[config.mk]
export PLATFORM = sky130hd
export DESIGN_NAME = exp2_fixed
export DESIGN_NICKNAME = d
export VERILOG_FILES = /design/src/rtl/exp2_fixed.sv
export SDC_FILE = /design/constraint.sdc
export NUM_CORES = 2
export LEC_CHECK = 0
export BUFFER_PORTS_ARGS = -buffer_cell sky130_fd_sc_hd__buf_4
export CAP_MARGIN = 20
export CORE_ASPECT_RATIO = 1.1
export CORE_MARGIN = 2
export CORE_UTILIZATION = 40
export CTS_BUF_LIST = sky130_fd_sc_hd__clkbuf_4 sky130_fd_sc_hd__clkbuf_8
export CTS_CLUSTER_DIAMETER = 40
export DETAILED_ROUTE_END_ITERATION = 8
export HOLD_SLACK_MARGIN = 0.05
export PLACE_DENSITY_LB_ADDON = 0.3
export REMOVE_ABC_BUFFERS = 1
export SKIP_LAST_GASP = 1
export SLEW_MARGIN = 5
export SYNTH_ARGS = -nofsm -noshare
export SYNTH_HDL_FRONTEND = slang
export SYNTH_SLANG_ARGS = --single-unit
[constraint.sdc]
create_clock -name clock -period 10.1 [get_ports clock]
set_input_delay 0.505 -clock clock [delete_from_list [all_inputs] [get_ports clock]]
set_output_delay 0.505 -clock clock [all_outputs]
set_load 0.02 [all_outputs]
[src/rtl/exp2_fixed.sv]
// ---------------------------------------------------------------------------
// exp2_fixed
//
// Sequential fixed-point base-2 exponentiator: y = 2^x.
//
// x is split into a signed integer part n = floor(x) and a non-negative
// fraction f. The fraction is turned into a mantissa m = 2^f in Q2.30 by
// multiplying 1.0 by C_i = 2^(2^-i) for every set bit of f. The work is one
// bit per clock, starting at the MSB. The integer part is then applied as a
// binary shift that also rescales m from 30 to Y_FRAC fractional bits.
//
// Optional build macro:
//   EXP2_ROUND_EN  - final right shift rounds half-up instead of truncating.
//
// Ports:
//   clock      in   system clock, rising edge
//   reset_n    in   asynchronous reset, active-low
//   in_valid   in   x is valid
//   in_ready   out  block can accept x (only while idle)
//   in_x       in   signed x, Q(X_INT).(X_FRAC) two's complement
//   out_valid  out  result valid, held until out_ready
//   out_ready  in   consumer takes the result
//   out_y      out  unsigned y, Q(Y_WIDTH-Y_FRAC).(Y_FRAC)
//   out_ovf    out  result saturated to all ones (qualified by out_valid)
// ---------------------------------------------------------------------------
module exp2_fixed #(
  parameter int X_INT   = 6,
  parameter int X_FRAC  = 16,
  parameter int Y_WIDTH = 32,
  parameter int Y_FRAC  = 16
) (
  input  logic                    clock,
  input  logic                    reset_n,
  input  logic                    in_valid,
  output logic                    in_ready,
  input  logic [X_INT+X_FRAC-1:0] in_x,
  output logic                    out_valid,
  input  logic                    out_ready,
  output logic [Y_WIDTH-1:0]      out_y,
  output logic                    out_ovf
);

  localparam int XW     = X_INT + X_FRAC;
  localparam int M_FRAC = 30;
  localparam int CNT_W  = $clog2(X_FRAC + 1);
  // Room for a 32-bit mantissa shifted left by up to 63 bits.
  localparam int WIDE_W = 96;
  localparam logic [31:0] M_ONE = 32'h4000_0000;

  // Builds the packed table of C_i = round(2^(2^-i) * 2^30), i = 1..X_FRAC.
  // Entry i lives in bits [(i-1)*32 +: 32]. Evaluated once at elaboration.
  function automatic logic [X_FRAC*32-1:0] build_table();
    logic [X_FRAC*32-1:0] tab;
    real                  e;
    real                  c;
    tab = '0;
    for (int i = 1; i <= X_FRAC; i++) begin
      e = 1.0;
      for (int k = 0; k < i; k++) begin
        e = e / 2.0;
      end
      c = (2.0 ** e) * 1073741824.0 + 0.5;
      tab[(i-1)*32 +: 32] = 32'($rtoi(c));
    end
    return tab;
  endfunction

  localparam logic [X_FRAC*32-1:0] C_TABLE = build_table();

  typedef enum logic [1:0] {
    S_IDLE,
    S_ITER,
    S_SHIFT,
    S_DONE
  } state_t;

  state_t                   state;
  state_t                   state_next;

  logic [31:0]              m_reg;
  logic [X_FRAC-1:0]        frac_reg;
  logic signed [X_INT-1:0]  n_reg;
  logic [CNT_W-1:0]         iter_cnt;

  logic [31:0]              coef;
  logic [31:0]              m_mul;
  int                       shift_amt;
  int                       rsh;
  logic [WIDE_W-1:0]        wide_val;
  logic [63:0]              rnd_val;
  logic                     big_left;
  logic                     sat;
  logic [Y_WIDTH-1:0]       y_next;

  // State register.
  always_ff @(posedge clock or negedge reset_n) begin
    if (!reset_n) begin
      state <= S_IDLE;
    end else begin
      state <= state_next;
    end
  end

  // Next-state and handshake outputs. The block is idle-ready only; a new x
  // is never overlapped with a computation in flight.
  always_comb begin
    state_next = state;
    in_ready   = 1'b0;
    out_valid  = 1'b0;
    case (state)
      S_IDLE: begin
        in_ready = 1'b1;
        if (in_valid) begin
          state_next = S_ITER;
        end
      end
      S_ITER: begin
        if (iter_cnt == CNT_W'(X_FRAC)) begin
          state_next = S_SHIFT;
        end
      end
      S_SHIFT: begin
        state_next = S_DONE;
      end
      S_DONE: begin
        out_valid = 1'b1;
        if (out_ready) begin
          state_next = S_IDLE;
        end
      end
      default: begin
        state_next = S_IDLE;
      end
    endcase
  end

  // Selects C_i for the current iteration and forms the truncated product.
  // The 64-bit product of two values below 2^31 cannot overflow.
  always_comb begin
    coef = '0;
    for (int k = 1; k <= X_FRAC; k++) begin
      if (iter_cnt == CNT_W'(k)) begin
        coef = C_TABLE[(k-1)*32 +: 32];
      end
    end
    m_mul = 32'((64'(m_reg) * 64'(coef)) >> M_FRAC);
  end

  // Final scaling: y = m * 2^(n + Y_FRAC - 30). A non-negative shift moves
  // left (and can saturate); a negative shift moves right (and can round
  // or underflow to zero). Saturation is judged on the value after rounding.
  always_comb begin
    shift_amt = int'(n_reg) + Y_FRAC - M_FRAC;
    rsh       = 0;
    wide_val  = '0;
    rnd_val   = '0;
    big_left  = 1'b0;
    if (shift_amt >= 0) begin
      if (shift_amt >= 64) begin
        big_left = 1'b1;
      end else begin
        wide_val = WIDE_W'(m_reg) << shift_amt[5:0];
      end
    end else begin
      rsh = -shift_amt;
      if (rsh < 64) begin
`ifdef EXP2_ROUND_EN
        rnd_val = (64'(m_reg) + (64'd1 << (rsh[5:0] - 6'd1))) >> rsh[5:0];
`else
        rnd_val = 64'(m_reg) >> rsh[5:0];
`endif
        wide_val = WIDE_W'(rnd_val);
      end
    end
    sat    = big_left | (|wide_val[WIDE_W-1:Y_WIDTH]);
    y_next = sat ? '1 : wide_val[Y_WIDTH-1:0];
  end

  // Datapath registers. The fraction register shifts left every iteration
  // so the bit that belongs to iteration i always sits at the MSB.
  always_ff @(posedge clock or negedge reset_n) begin
    if (!reset_n) begin
      m_reg    <= '0;
      frac_reg <= '0;
      n_reg    <= '0;
      iter_cnt <= '0;
      out_y    <= '0;
      out_ovf  <= 1'b0;
    end else begin
      case (state)
        S_IDLE: begin
          if (in_valid) begin
            frac_reg <= in_x[X_FRAC-1:0];
            n_reg    <= in_x[XW-1:X_FRAC];
            m_reg    <= M_ONE;
            iter_cnt <= CNT_W'(1);
          end
        end
        S_ITER: begin
          if (frac_reg[X_FRAC-1]) begin
            m_reg <= m_mul;
          end
          frac_reg <= frac_reg << 1;
          if (iter_cnt != CNT_W'(X_FRAC)) begin
            iter_cnt <= iter_cnt + CNT_W'(1);
          end
        end
        S_SHIFT: begin
          out_y   <= y_next;
          out_ovf <= sat;
        end
        default: begin
        end
      endcase
    end
  end

endmodule

Word level (Yosys, flattened, before mapping)
Index checks and enable logic that the tools add are counted.

storage, ports and cells
  input bits = 26
  word-level logic and storage cells = 87
  register bits = 94

operators by class
  order comparisons = 3
  bitwise gates (word level) = 1
  shifts and indexed selects = 2
  eq/ne operators = 25
  $mul = 1
  mux-type cells = 36
  reduce and logical (&&, ||, !) cells = 8
  add/subtract/negate cells = 4

operators by type and width
  operator             count
  $mux 32              18
  $mux 96              2
  $shl 32x6->96        1
  $mux 64              1
  $pmux 32 s2          1
  $reduce_or 64->1     1
  $shr 32x6->64        1
  $mul 32x32->62       1
  $eq 5x4->1 const B   8
  $lt 32x8->1 const B  1
  $neg 8->32           1
  $pmux 16 s2          1
  $mux 31              1
  $eq 5x3->1 const B   4
  $mux 16              1
  $eq 5x2->1 const B   2
  $mux 5               2
  $ne 2x2->1 const B   5
  $pmux 5 s2           1
  $reduce_and 3->1     3
  $ge 8x1->1 const B   1
  $ge 8x8->1 const B   1
  $pmux 2 s4           1
  $sub 7x6->8 const B  1
  other kinds (13)     20

Logic depth before layout (Yosys ltp)
  word-level depth = 20
  mapped depth = 39
  depth with buffers taken out = 36

Worst setup path after synthesis
OpenSTA, ideal clock, no wires.

  path kind = flip-flop to flip-flop
  start point = register iter_cnt[0]
  end point = register m_reg[31]
  setup time = 0.138 ns
  data arrival time = 9.018 ns
  setup slack = 0.944 ns
  stages on the path, launching flop included = 37
  path through = dfrtp_1 ha_1 clkbuf_1 inv_1 nor2_1 ha_1 clkbuf_1 nor2_1 nand2_1 nor3_1 nand2_1 nor2_1 clkbuf_1 nand2_1 fa_1 inv_1 fa_1 fa_1 fa_1 fa_1 fa_1 fa_1 inv_1 fa_1 inv_1 ha_1 clkbuf_1 a21oi_1 o21ai_0 a21o_1 a21o_1 a311oi_1 o211ai_1 a311oi_1 xnor2_1 xnor2_1 o221ai_1

between the ends
  longest elaborated chain between the ends = 20
  elaborated cells between the ends (all ways) = 35

ends and longest elaborated chain
  what                      RTL line  source
  start: declaration        83        logic [CNT_W-1:0] iter_cnt;
  start signal: assignment  205       iter_cnt <= iter_cnt + CNT_W'(1);
  $eq 5x1->1                142       if (iter_cnt == CNT_W'(k)) begin
  $mux 31                   142
  $mux 32 (14 in series)    142
  $mux 32 *                 142
  $mul 32x32->62 *          146       m_mul = 32'((64'(m_reg) * 64'(coef)) >> M_FRAC);
  $mux 32 *                 200       if (frac_reg[X_FRAC-1]) begin
  $pmux 32 s2 *             190       case (state)
  end signal: assignment    201       m_reg <= m_mul;
  end: declaration          80        logic [31:0] m_reg;

Every way passes the cells marked *; elsewhere a longest branch is shown, timed or not. The select of a mux whose other input is x is not followed.
A chain may end at the register's enable or synchronous reset.

Worst setup path after layout
  start point = register iter_cnt[1]
  end point = register m_reg[29]

Same word-level chain as after synthesis.

==> flow_metrics.env <==
export IMPL_synth_edf_count=0
export IMPL_layout_min_cycle_time_ns=9.69
export IMPL_cpLargestDelayFamily="adder cells"
export IMPL_dp_hpwl_um=99000
export IMPL_die_x_um=307
export IMPL_io_buffer_count=60
export IMPL_synth_main_ff_cell="dfrtp_1"
export IMPL_start_util=0.402
export IMPL_crit_path_start_kind="register"
export IMPL_async_flop_share=1.00
export IMPL_worstPathArrival_ns=10.06
export IMPL_critPathKind="register to register"
export IMPL_slowest_delay_ns=0.57
export IMPL_relSlewSlack=0.256
export IMPL_antenna_found_initial=6
export IMPL_hold_ws_ns=0.238
export IMPL_path_clk_slew_ns=0.16
export IMPL_cp_slowest_cell="fa_1"
export IMPL_avgRoutedWirePerCell_um=21.2
export IMPL_layout_nets=5711
export IMPL_grt_ovfl_total=0
export IMPL_cts_tree="yes"
export IMPL_status="finished clean"
export IMPL_synthToLayoutAreaGrowth_pct=7.42
export IMPL_ff2ff_path_depth=31
export IMPL_synth_seq_cells=94
export IMPL_worstPathMaxFanout=32
export IMPL_insertion_delay_ns=0.50
export IMPL_grt_pass1_wl_um=196000
export IMPL_regToRegSetupSlack_ns=0.41
export IMPL_grtUsageTotal=0.247
export IMPL_cts_sinks=94
export IMPL_ant_nets=0
export IMPL_mostFrequentLayoutCells="inv_1, fa_1, nand2_1"
export IMPL_place_congestion=0.954
export IMPL_cpMostUsedCell="fa_1"
export IMPL_grt_pass1_vias=33600
export IMPL_drive_gt1_frac=0.0894
export IMPL_synth_cell_types=93
export IMPL_finalMaxSlewViolations=0
export IMPL_crit_path_end_kind="register"
export IMPL_drtIter0Drc=2485
export IMPL_dr_total_vias=32000
export IMPL_path_buf_inv=5
export IMPL_critical_path_required_ns=10.47
export IMPL_setup_viol=0
export IMPL_drc=0
export IMPL_crit_end="m_reg[29]"
export IMPL_timing_rr_start="iter_cnt[1]"
export IMPL_vias_per_cell=5.46
export IMPL_synth_avg_cell_area_um2=8.78
export IMPL_core_um2=100000
export IMPL_cp_depth=31
export IMPL_synth_area_um2=40300
export IMPL_hold_class="input port to register"
export IMPL_wirelength_um=124000
export IMPL_critPathLaunch="iter_cnt[1]"
export IMPL_first_pass_iters=7
export IMPL_drv_cap=0
export IMPL_die_h_um=337
export IMPL_finClkSkew_ns=0.0562
export IMPL_synth_seq_area_share=0.0583
export IMPL_num_rows=122
export IMPL_syn_instance_count=4597
export IMPL_rsz0062_at_grt="true"
export IMPL_place_inst=5847
export IMPL_clockRootBuffer="clkbuf_8"
export IMPL_fp_dieArea_um2=103000
export IMPL_hold_viol=0
export IMPL_grt_max_degree=50
export IMPL_period_share=0.959
export IMPL_fin_cells=5866
export IMPL_cts_buffer_depth=2
export IMPL_htreeDepth=3
export IMPL_numCtsBuffers=9
export IMPL_r2r_end="m_reg[29]"
export IMPL_fmax_mhz=103
export IMPL_worst_slew_pin_slew_ns=1.12
export IMPL_yosysWarnings=0
export IMPL_cts_setup_buffers=0
export IMPL_final_common_cell="inv_1"
export IMPL_ios=61
[cell usage after synthesis (12+ instances only)]
library cell  instances  area, µm²
and3_1               26        163
xnor2_1              37        324
mux2_2               17        191
dfrtp_1              94       2350
nand2_1             649       2440
mux2i_1              56        561
o31ai_1              13       97.6
mux4_2               38        856
ha_1                293       3670
nand4_1              24        150
or3_1                15       93.8
inv_1               896       3360
fa_1                834      16700
clkbuf_1            290       1090
a21o_1               35        263
o22a_1               32        280
nor2b_1              40        250
nor3_1               40        200
nor2_1              108        405
buf_2                18       90.1
o21ai_0             126        631
o22ai_1              22        138
a21oi_1             129        646
o21a_1               14        105
o21bai_1             12       90.1
a31oi_1              21        131
and2_1              486       3040
a211oi_1             17        128
nand3_1              34        170
[routing by layer]
| metal | GRT usage | routed length, µm | share of wire | vias to the layer above |
|---|---|---|---|---|
| met5 | 0 | 12 | 0.000097 | - |
| met4 | 0.144 | 8560 | 0.069 | 2 |
| met2 | 0.422 | 61400 | 0.49 | 1118 |
| met1 | 0.308 | 48200 | 0.39 | 16600 |
| li1 | - | - | - | 14100 |
| met3 | 0.0224 | 6220 | 0.050 | 283 |
[logic make-up after synthesis]
logic type | share of synthesized area
XOR/XNOR | 0.00996
AO/OA/AOI/OAI | 0.0856
buffers and inverters | 0.116
flip-flops | 0.0583
multiplexers | 0.0470
adder cells (fa/ha/maj) | 0.505
AND/OR/NAND/NOR | 0.178
[worst min-delay path by stage]
stage                              end    startpoint  cells past startpoint  slack [ns]
after floorplan            frac_reg[0]       reset_n                      0        0.21
after global placement    frac_reg[13]  frac_reg[13]                      2        0.46
after detailed placement       out_ovf       out_ovf                      1        0.47
after CTS                     n_reg[4]      in_x[20]                      2        0.21
after global routing          n_reg[4]      in_x[20]                      2        0.25
final                         n_reg[1]      in_x[17]                      2        0.24
[area by class of cell]
class                   instances  area (µm²)
diodes                          1        2.50
flip-flops and latches         94        2360
inverters                     900        3380
well taps                    1302        1630
fillers                      9968       56900
clock inverters                 7        67.6
repair buffers                276        2270
multi-input cells            3277       33500
clock buffers                   9         124
[through the flow]
stage | area, µm² | setup WS, ns | TNS (ns) | util
after floorplan | 39000 | -1.28 | -22.64 | -
after global placement | 43100 | 0.447 | 0 | 0.430
after detailed placement | 43100 | 0.353 | 0 | 0.430
after CTS | 43300 | 0.304 | 0 | 0.432
after global routing | 43300 | -0.0181 | -0.0181 | 0.432
final | 43300 | 0.411 | 0 | 0.432
[repair_timing]
action                                  4_1_cts  5_1_grt
hold buffers                                  1        0
gates resized for setup                       0        5
endpoints found under the setup margin        0       18
endpoints found under the hold margin         4        0
Power is left out: the tool's default activity adds up to more than one toggle a clock period on the data nets, which glitch-free logic cannot reach.
